## src/rtl/latch_bank_pkg.sv

```systemverilog
// Shared types and default sizing for the arbitrated register bank.
// Latency: n/a (declarations only).
// Backpressure: n/a.
package latch_bank_pkg;

  typedef enum logic {
    IDLE  = 1'b0,
    CLEAR = 1'b1
  } state_t;

  localparam int NREQ_DEF = 4;
  localparam int NREG_DEF = 8;
  localparam int DW_DEF   = 16;
  localparam int AW_DEF   = 3;

endpackage

```

## src/rtl/latch_bank_arb_if.sv

```systemverilog
// Bundle of requester, clear-control and bank-readout signals.
// Latency: n/a (wiring only).
// Backpressure: req/addr/wdata are held by the master until its ack bit pulses.
interface latch_bank_arb_if
  import latch_bank_pkg::*;
#(
  parameter int NREQ = NREQ_DEF,
  parameter int NREG = NREG_DEF,
  parameter int DW   = DW_DEF,
  parameter int AW   = AW_DEF
);

  logic [NREQ-1:0]    req;
  logic [NREQ*AW-1:0] addr;
  logic [NREQ*DW-1:0] wdata;
  logic               clr;
  logic [NREQ-1:0]    ack;
  logic               busy;
  logic               done;
  logic [NREG*DW-1:0] q;

  modport master (output req, addr, wdata, clr, input ack, busy, done, q);
  modport slave  (input req, addr, wdata, clr, output ack, busy, done, q);

endinterface

```

## src/rtl/rr_pick.sv

```systemverilog
// Round-robin priority picker: first set req bit at or above ptr, wrapping.
// Latency: purely combinational.
// Backpressure: none; vld low when no request is pending.
module rr_pick #(
  parameter int NREQ = 4,
  parameter int PW   = 2
) (
  input  logic [NREQ-1:0] req,
  input  logic [PW-1:0]   ptr,
  output logic            vld,
  output logic [NREQ-1:0] onehot,
  output logic [PW-1:0]   idx
);

  // Scan candidates in priority order starting at ptr; the first hit wins.
  always_comb begin
    int cand;
    cand   = 0;
    vld    = 1'b0;
    onehot = '0;
    idx    = '0;
    for (int k = 0; k < NREQ; k++) begin
      cand = int'(ptr) + k;
      if (cand >= NREQ) cand = cand - NREQ;
      if (!vld && req[cand]) begin
        vld          = 1'b1;
        onehot[cand] = 1'b1;
        idx          = PW'(cand);
      end
    end
  end

endmodule

```

## src/rtl/latch_bank_arb.sv

```systemverilog
// Register bank shared by NREQ writers via round-robin, plus a one-per-cycle bank clear.
// Latency: one cycle from sampled req to committed write and ack; a clear takes NREG cycles.
// Backpressure: requests wait (held by the requester) while another wins or a clear runs.
module latch_bank_arb
  import latch_bank_pkg::*;
#(
  parameter int NREQ = NREQ_DEF,
  parameter int NREG = NREG_DEF,
  parameter int DW   = DW_DEF,
  parameter int AW   = AW_DEF
) (
  input  logic           clk,
  input  logic           resl,
  latch_bank_arb_if.slave bus
);

  localparam int PW = (NREQ > 1) ? $clog2(NREQ) : 1;

  state_t          state, state_nxt;
  logic [AW-1:0]   cnt, cnt_nxt;
  logic [PW-1:0]   ptr, ptr_nxt;
  logic [NREQ-1:0] ack_q, ack_nxt;

  logic            we;
  logic [AW-1:0]   wa;
  logic [DW-1:0]   wd;
  logic [NREG-1:0] en;
  logic [DW-1:0]   bank [NREG];

  logic            pick_vld;
  logic [NREQ-1:0] pick_oh;
  logic [PW-1:0]   pick_idx;

  rr_pick #(.NREQ(NREQ), .PW(PW)) u_pick (
    .req    (bus.req),
    .ptr    (ptr),
    .vld    (pick_vld),
    .onehot (pick_oh),
    .idx    (pick_idx)
  );

  // Next-state, write port and ack selection; clr pre-empts any grant in IDLE.
  always_comb begin
    state_nxt = state;
    cnt_nxt   = cnt;
    ptr_nxt   = ptr;
    ack_nxt   = '0;
    we        = 1'b0;
    wa        = cnt;
    wd        = '0;
    case (state)
      IDLE: begin
        if (bus.clr) begin
          state_nxt = CLEAR;
          cnt_nxt   = '0;
        end else if (pick_vld) begin
          we      = 1'b1;
          wa      = bus.addr[pick_idx*AW +: AW];
          wd      = bus.wdata[pick_idx*DW +: DW];
          ack_nxt = pick_oh;
          ptr_nxt = (int'(pick_idx) == NREQ-1) ? '0 : pick_idx + PW'(1);
        end
      end
      CLEAR: begin
        we      = 1'b1;
        wa      = cnt;
        wd      = '0;
        cnt_nxt = cnt + AW'(1);
        if (cnt == AW'(NREG-1)) state_nxt = IDLE;
      end
    endcase
  end

  // Control state register with synchronous reset overriding everything.
  always_ff @(posedge clk) begin
    if (!resl) begin
      state <= IDLE;
      cnt   <= '0;
      ptr   <= '0;
      ack_q <= '0;
    end else begin
      state <= state_nxt;
      cnt   <= cnt_nxt;
      ptr   <= ptr_nxt;
      ack_q <= ack_nxt;
    end
  end

  // Single-port write decode into one enable strobe per register.
  always_comb begin
    en = '0;
    if (we) en[wa] = 1'b1;
  end

  // Mux-hold storage: load on enable, otherwise keep; reset zeroes the bank.
  always_ff @(posedge clk) begin
    for (int r = 0; r < NREG; r++) begin
      if (!resl)      bank[r] <= '0;
      else if (en[r]) bank[r] <= wd;
    end
  end

  for (genvar r = 0; r < NREG; r++) begin : g_q
    assign bus.q[r*DW +: DW] = bank[r];
  end

  assign bus.ack  = ack_q;
  assign bus.busy = (state == CLEAR);
  assign bus.done = (state == CLEAR) && (cnt == AW'(NREG-1));

endmodule

```

## src/flat_wrapper.sv

```systemverilog
// flat-port wrapper written by rule: the top's interface ports become plain ports
module latch_bank_arb_flat import latch_bank_pkg::*;
#(
  parameter int NREQ = NREQ_DEF,
  parameter int NREG = NREG_DEF,
  parameter int DW   = DW_DEF,
  parameter int AW   = AW_DEF
)
  (clk, resl, bus_req, bus_addr, bus_wdata, bus_clr, bus_ack, bus_busy, bus_done, bus_q);
  latch_bank_arb_if #(.NREQ(NREQ), .NREG(NREG), .DW(DW), .AW(AW)) bus_i ();
  input  logic clk;
  input  logic resl;
  input wire logic [$bits(bus_i.req)-1:0] bus_req;
  input wire logic [$bits(bus_i.addr)-1:0] bus_addr;
  input wire logic [$bits(bus_i.wdata)-1:0] bus_wdata;
  input wire logic [$bits(bus_i.clr)-1:0] bus_clr;
  output wire logic [$bits(bus_i.ack)-1:0] bus_ack;
  output wire logic [$bits(bus_i.busy)-1:0] bus_busy;
  output wire logic [$bits(bus_i.done)-1:0] bus_done;
  output wire logic [$bits(bus_i.q)-1:0] bus_q;
  assign bus_i.req = bus_req;
  assign bus_i.addr = bus_addr;
  assign bus_i.wdata = bus_wdata;
  assign bus_i.clr = bus_clr;
  assign bus_ack = bus_i.ack;
  assign bus_busy = bus_i.busy;
  assign bus_done = bus_i.done;
  assign bus_q = bus_i.q;
  latch_bank_arb #(.NREQ(NREQ), .NREG(NREG), .DW(DW), .AW(AW)) u_core (.clk(clk), .resl(resl), .bus(bus_i));
endmodule
```

## config.mk

```make
export PLATFORM = sky130hd
export DESIGN_NAME = latch_bank_arb_flat
export DESIGN_NICKNAME = d
export VERILOG_FILES = /design/src/rtl/latch_bank_pkg.sv /design/src/rtl/latch_bank_arb_if.sv /design/src/rtl/rr_pick.sv /design/src/rtl/latch_bank_arb.sv /design/src/flat_wrapper.sv
export SDC_FILE = /design/constraint.sdc
export NUM_CORES = 1
export LEC_CHECK = 0
export CAP_MARGIN = 20
export CORE_MARGIN = 4
export CORE_UTILIZATION = 42
export CTS_CLUSTER_DIAMETER = 120
export CTS_CLUSTER_SIZE = 8
export DETAILED_ROUTE_END_ITERATION = 7
export MAX_ROUTING_LAYER = met4
export PLACE_DENSITY = 0.77
export SYNTH_ARGS = -nofsm -noshare
export SYNTH_HDL_FRONTEND = slang
export SYNTH_SLANG_ARGS = --single-unit
```

## constraint.sdc

```tcl
create_clock -name clk -period 5.2 [get_ports clk]
set_input_delay 1.04 -clock clk [delete_from_list [all_inputs] [get_ports clk]]
set_output_delay 1.04 -clock clk [all_outputs]
set_load 0.05 [all_outputs]
```

# == After elaboration in Yosys (flattened, before gate mapping) ==
# Memories as Yosys holds them, arrays and structs flattened.
# Cells that the tools add are included.
# classes
shift,2
n_eq_ne,3
n_lt_le_gt_ge,14
reduce_logical,14
bitwise_logic,15
addsub,9
mul,1
n_mux,87
# op_table
op,count
16-bit two-way mux,10
32-bit by 1-bit greater-or-equal comparator with 1-bit output (second input constant),4
32-bit by 4-bit < comparator with 1-bit output (second input constant),4
32-bit two-way mux,4
64-bit by 7-bit variable part select with 16-bit output,1
1-bit two-way mux,46
16-bit one-hot mux with 2 select lines,1
4-bit two-way mux,4
4-bit OR,3
3-bit one-hot mux with 2 select lines,2
12-bit by 5-bit variable part select with 3-bit output,1
3-bit by 3-bit subtractor with 4-bit output (second input constant),3
2-bit two-way mux,5
3-bit greater-or-equal comparator (second input constant),3
1-bit logical AND,9
3-bit two-way mux,3
1-bit binary-select mux with 2-bit select,4
1-bit demux with 2-bit select,4
8-bit two-way mux,1
1-bit OR,8
2-bit by 2-bit adder with 3-bit output (second input constant),2
3-bit by 4-bit < comparator with 1-bit output (second input constant),1
2-bit by 2-bit multiplier with 4-bit output (second input constant),1
1-bit inverter,4
other kinds (14),17
# word_totals
register_bits,10
mem_bits_rw,128
out_inout_bits,134
memories,1
# mem_list
name,words,width,rd,rd_ports_with_merged_regs,wr,line,text
u_core.bank,8,16,8,0,8,latch_bank_arb.sv:28,logic [DW-1:0] bank [NREG];

# == Logic depth before layout (Yosys ltp) ==
# depth
ltp_word,29
ltp_mapped,15
mapped_depth_nobuf,9

# == Cells and area by module ==
# Synthesis repeated with hierarchy kept, for this count alone.
# unflattened
hier_cells,469
hier_area_um2,6418.7
# by_module_without_submodules
module,seq_area_each_um2,instances,cells_each,area_per_inst_um2
latch_bank_arb,4043.9,1,421,5958.2
rr_pick,0.0,1,48,460.4

# == Worst setup path before layout ==
# OpenSTA, ideal clock, no wires.
# synth_path
kind,register to register
startpoint,register u_core.ptr[0]
endpoint,"memory u_core.bank[0][16] (netlist bit), enable pin"
setup_slack_ns,-0.167
n_path_buf,5
stages_incl_launch_ff,14
t_arrival_ns,4.953
period_less_slack_ns,5.367
cell_sequence,dfxtp_1 > clkbuf_1 > buf_2 > inv_1 > ha_1 > buf_6 > mux4_2 > o21ai_1 > mux2_4 > mux4_2 > buf_2 > o41a_1 > buf_2 > o31ai_1
# synth_lines
element,line,text
from (decl),latch_bank_arb.sv:21,"logic [PW-1:0] ptr, ptr_nxt;"
from (signal assigned),latch_bank_arb.sv:84,ptr <= ptr_nxt;
to (decl),latch_bank_arb.sv:28,

==> results.sh <==
export IMPL_status="finished, final reports clean"
export IMPL_ys_async_sr_fraction_pct=0
export IMPL_leakagePower_nw=3.25
export IMPL_fp_row_count=45
export IMPL_grt_ovfl_total=0
export IMPL_relSlewSlack_pct=41.0
export IMPL_clock_latency_ns=0.42
export IMPL_cts_hold_buf=0
export IMPL_cts_root_buf="clkbuf_16"
export IMPL_grt_max_degree=69
export IMPL_fillCellCount=1144
export IMPL_netlist_area_leader_share_pct=58.2
export IMPL_gp_congestion=0.862
export IMPL_cts_clk_slew_worst_paths_ns=0.06
export IMPL_grt_pass1_vias=5166
export IMPL_dr_pass1_iters=5
export IMPL_slew_viol_final=0
export IMPL_hold_worst_slack_ns=0.574
export IMPL_drc=0
export IMPL_fin_worst_skew_ns=0.00881
export IMPL_synth_area_leaders="edfxtp_1 (58%), mux4_2 (6.5%), nor3_1 (4.9%)"
export IMPL_maxCapViolations=0
export IMPL_numClockSinks=138
export IMPL_p_sw_mw=1.19
export IMPL_core_mm2=0.0153
export IMPL_hold_class="reg2reg"
export IMPL_insertedDiodeCount=0
export IMPL_hold_path_depth=2
export IMPL_clkPwrFrac_pct=35.5
export IMPL_postRouteWirelength_um=19700
export IMPL_post_drt_wl_per_cell_um=21.3
export IMPL_start_kind="register"
export IMPL_seqPwrFrac_pct=36.2
export IMPL_synth_distinct_cells=42
export IMPL_max_slew_worst_pin_slew_ns=0.884
export IMPL_crit_reg2reg_launch="u_core.ptr[1]"
export IMPL_clock_fmax_mhz=216
export IMPL_die_w_um=133
export IMPL_avgSynthCellArea_um2=13.4
export IMPL_drt_vias_per_instance=5.75
export IMPL_drive_gt1_share_pct=16.3
export IMPL_holdPathEnd="u_core.cnt[0]"
export IMPL_cts_path_max_buffers=2
export IMPL_die_height_um=133
export IMPL_cts_tree="built"
export IMPL_rsz0062_at_grt="no"
export IMPL_synth_seq_cells=138
export IMPL_drt_iter0_markers=610
export IMPL_yosys_warnings=0
export IMPL_syn_inst=493
export IMPL_num_vias=5315
export IMPL_critPathMaxFanout=22
export IMPL_area_delta_synth_final_pct=46.8
export IMPL_synth_edff_count=128
export IMPL_synth_area_mm2=0.00661
export IMPL_final_hold_violation_count=0
export IMPL_postPlaceCellArea_mm2=0.00904
export IMPL_power_density_mw_per_mm2=380
export IMPL_numCtsBuffers=17
export IMPL_nNetsFinal=793
export IMPL_cts_setup_buffers=0
export IMPL_ys_seq_area_share_pct=61.2
export IMPL_worst_slack_ns=0.578
export IMPL_place_worst_setup_slack_ns=0.282
export IMPL_period_share_pct=88.9
export IMPL_required_ns=5.37
export IMPL_endpoint_kind="register"
export IMPL_ff2ff_path_depth=11
export IMPL_swShare_pct=32.2
export IMPL_timing_rr_end="u_core.bank[1][41]"
export IMPL_grt_pass1_wl_um=30200
export IMPL_dieArea_mm2=0.0178
export IMPL_portBuffers=216
export IMPL_design_area_mm2=0.00970
export IMPL_synth_ff_type="edfxtp_1"
export IMPL_syn_nets=586
export IMPL_cts_resized=0
export IMPL_htreeDepth=4
export IMPL_final_util_pct=63.3
export IMPL_synth_top_area_cell="edfxtp_1"
export IMPL_p_int_mw=2.50
export IMPL_min_from="u_core.cnt[0]"
export IMPL_antenna_found_initial=0
export IMPL_antenna_left=0
export IMPL_finalSetupViolations=0
export IMPL_io_pins=217
export IMPL_period_needed_ns=4.62
export IMPL_pwr_share_comb_pct=28.2
export IMPL_irDropWorstVdd_uv=214
export IMPL_start_util_pct=43.2
export IMPL_critical_path_arrival_ns=4.79
export IMPL_r2r_slack_ns=0.58
export IMPL_crit_type="reg2reg"
export IMPL_grtUsageTotal_pct=22.7
export IMPL_dp_hpwl_um=14500
==> per-layer routing <==
| metal | vias up | routed length (um) | global-route usage (%) |
|---|---|---|---|
| met3 | 29 | 1970 | 6.19 |
| met2 | 329 | 9770 | 36.2 |
| met4 | 0 | 313 | 6.46 |
| met5 | - | 0 | - |
| li1 | 2394 | - | - |
| met1 | 2563 | 7640 | 28.7 |
==> synth_stat cells (5+ instances only) <==
cell type / instances
a21oi_1: 7
buf_1: 8
buf_2: 10
clkbuf_1: 34
dfxtp_1: 10
edfxtp_1: 128
ha_1: 10
inv_1: 7
mux2i_1: 12
mux4_2: 19
nand2_1: 30
nor2_1: 14
nor2b_1: 5
nor3_1: 65
nor4_1: 45
nor4_2: 20
o2111ai_1: 16
o31ai_1: 8
==> state kept, by name (all words and copies together) (netlist names) <==
register / cells
u_core.bank: 128
u_core.bus.ack: 4
u_core.bus.busy: 1
u_core.cnt: 3
u_core.ptr: 2
==> area by class of cell <==
cell class | count | area, um2 | share of cell area, %
tap | 211 | 264 | 2.72
clock inverter | 15 | 223 | 2.30
inverter | 7 | 26.3 | 0.271
timing repair buffer | 244 | 2380 | 24.6
clock buffer | 17 | 425 | 4.39
multi-input combinational | 292 | 2330 | 24.0
sequential | 138 | 4040 | 41.7
==> cell usage in the layout (no fill, tap or decap), types with 5 or more instances in the layout <==
master           Yosys  final
a21oi_1              7      7
buf_4                0     27
bufinv_16            0      5
clkbuf_16            0     17
clkdlybuf4s50_1      0    216
dfxtp_1             10     10
edfxtp_1           128    128
ha_1                10     10
inv_1                7      7
mux2i_1             12     12
mux4_2              19     19
nand2_1             30     30
nor2_1              14     14
nor2b_1              5      5
nor3_1              65     64
nor4_1              45     45
nor4_2              20     20
o2111ai_1           16     16
o31ai_2              0      8
==> cells by family (layout without fill, tap and decap cells) <==
group / Yosys count / in the layout / synth area share [%]
adder cells (fa/ha/maj): 10 / 10 / 1.89
buffers and inverters: 63 / 283 / 4.22
AO/OA/AOI/OAI: 52 / 52 / 6.13
AND/OR/NAND/NOR: 197 / 197 / 17.9
multiplexers: 33 / 33 / 8.69
flip-flops: 138 / 138 / 61.2
==> how the worst max path moves through the flow <==
stage | start | end | slack, ns | cells after the start
after floorplan | u_core.ptr[0] | u_core.bank[0][16] | -0.17 | 13
after detailed placement | bus_req[1] | u_core.bank[1][41] | 0.28 | 10
after global routing | u_core.ptr[1] | u_core.bank[1][34] | 0.30 | 11
after global placement | bus_req[1] | u_core.bank[1][36] | 0.46 | 10
final | u_core.ptr[1] | u_core.bank[1][41] | 0.58 | 11
after CTS | u_core.ptr[1] | u_core.bank[1][34] | 0.61 | 11
==> per-stage QoR <==
stage                     std cells  power (mW)  setup TNS (ns)
after global placement          891        2.37               0
final                           924        3.69               0
after CTS                       923        3.70               0
after floorplan                 493        2.03          -10.71
after detailed placement        891        2.40               0
after global routing            924        3.81               0
==> power groups by stage <==
stage,clock network [mW],registers [mW],logic [mW]
final,1.31,1.34,1.04
after global routing,1.37,1.34,1.09
after CTS,1.32,1.34,1.04
after detailed placement,0,1.36,1.03
after global placement,0,1.36,1.01
after floorplan,0,1.62,0.413
==> critical path, cell delays in order, from the launching register on <==
cell and delay [ns]:
dfxtp_1 0.56, inv_1 0.20, ha_1 0.54, mux4_2 0.65, o21ai_1 0.34, mux2_4 0.23
buf_4 0.35, mux2i_1 0.29, o211a_2 0.54, buf_4 0.35, o31ai_2 0.09, buf_4 0.22
No activity file was read; power rests on OpenSTA's default activity.
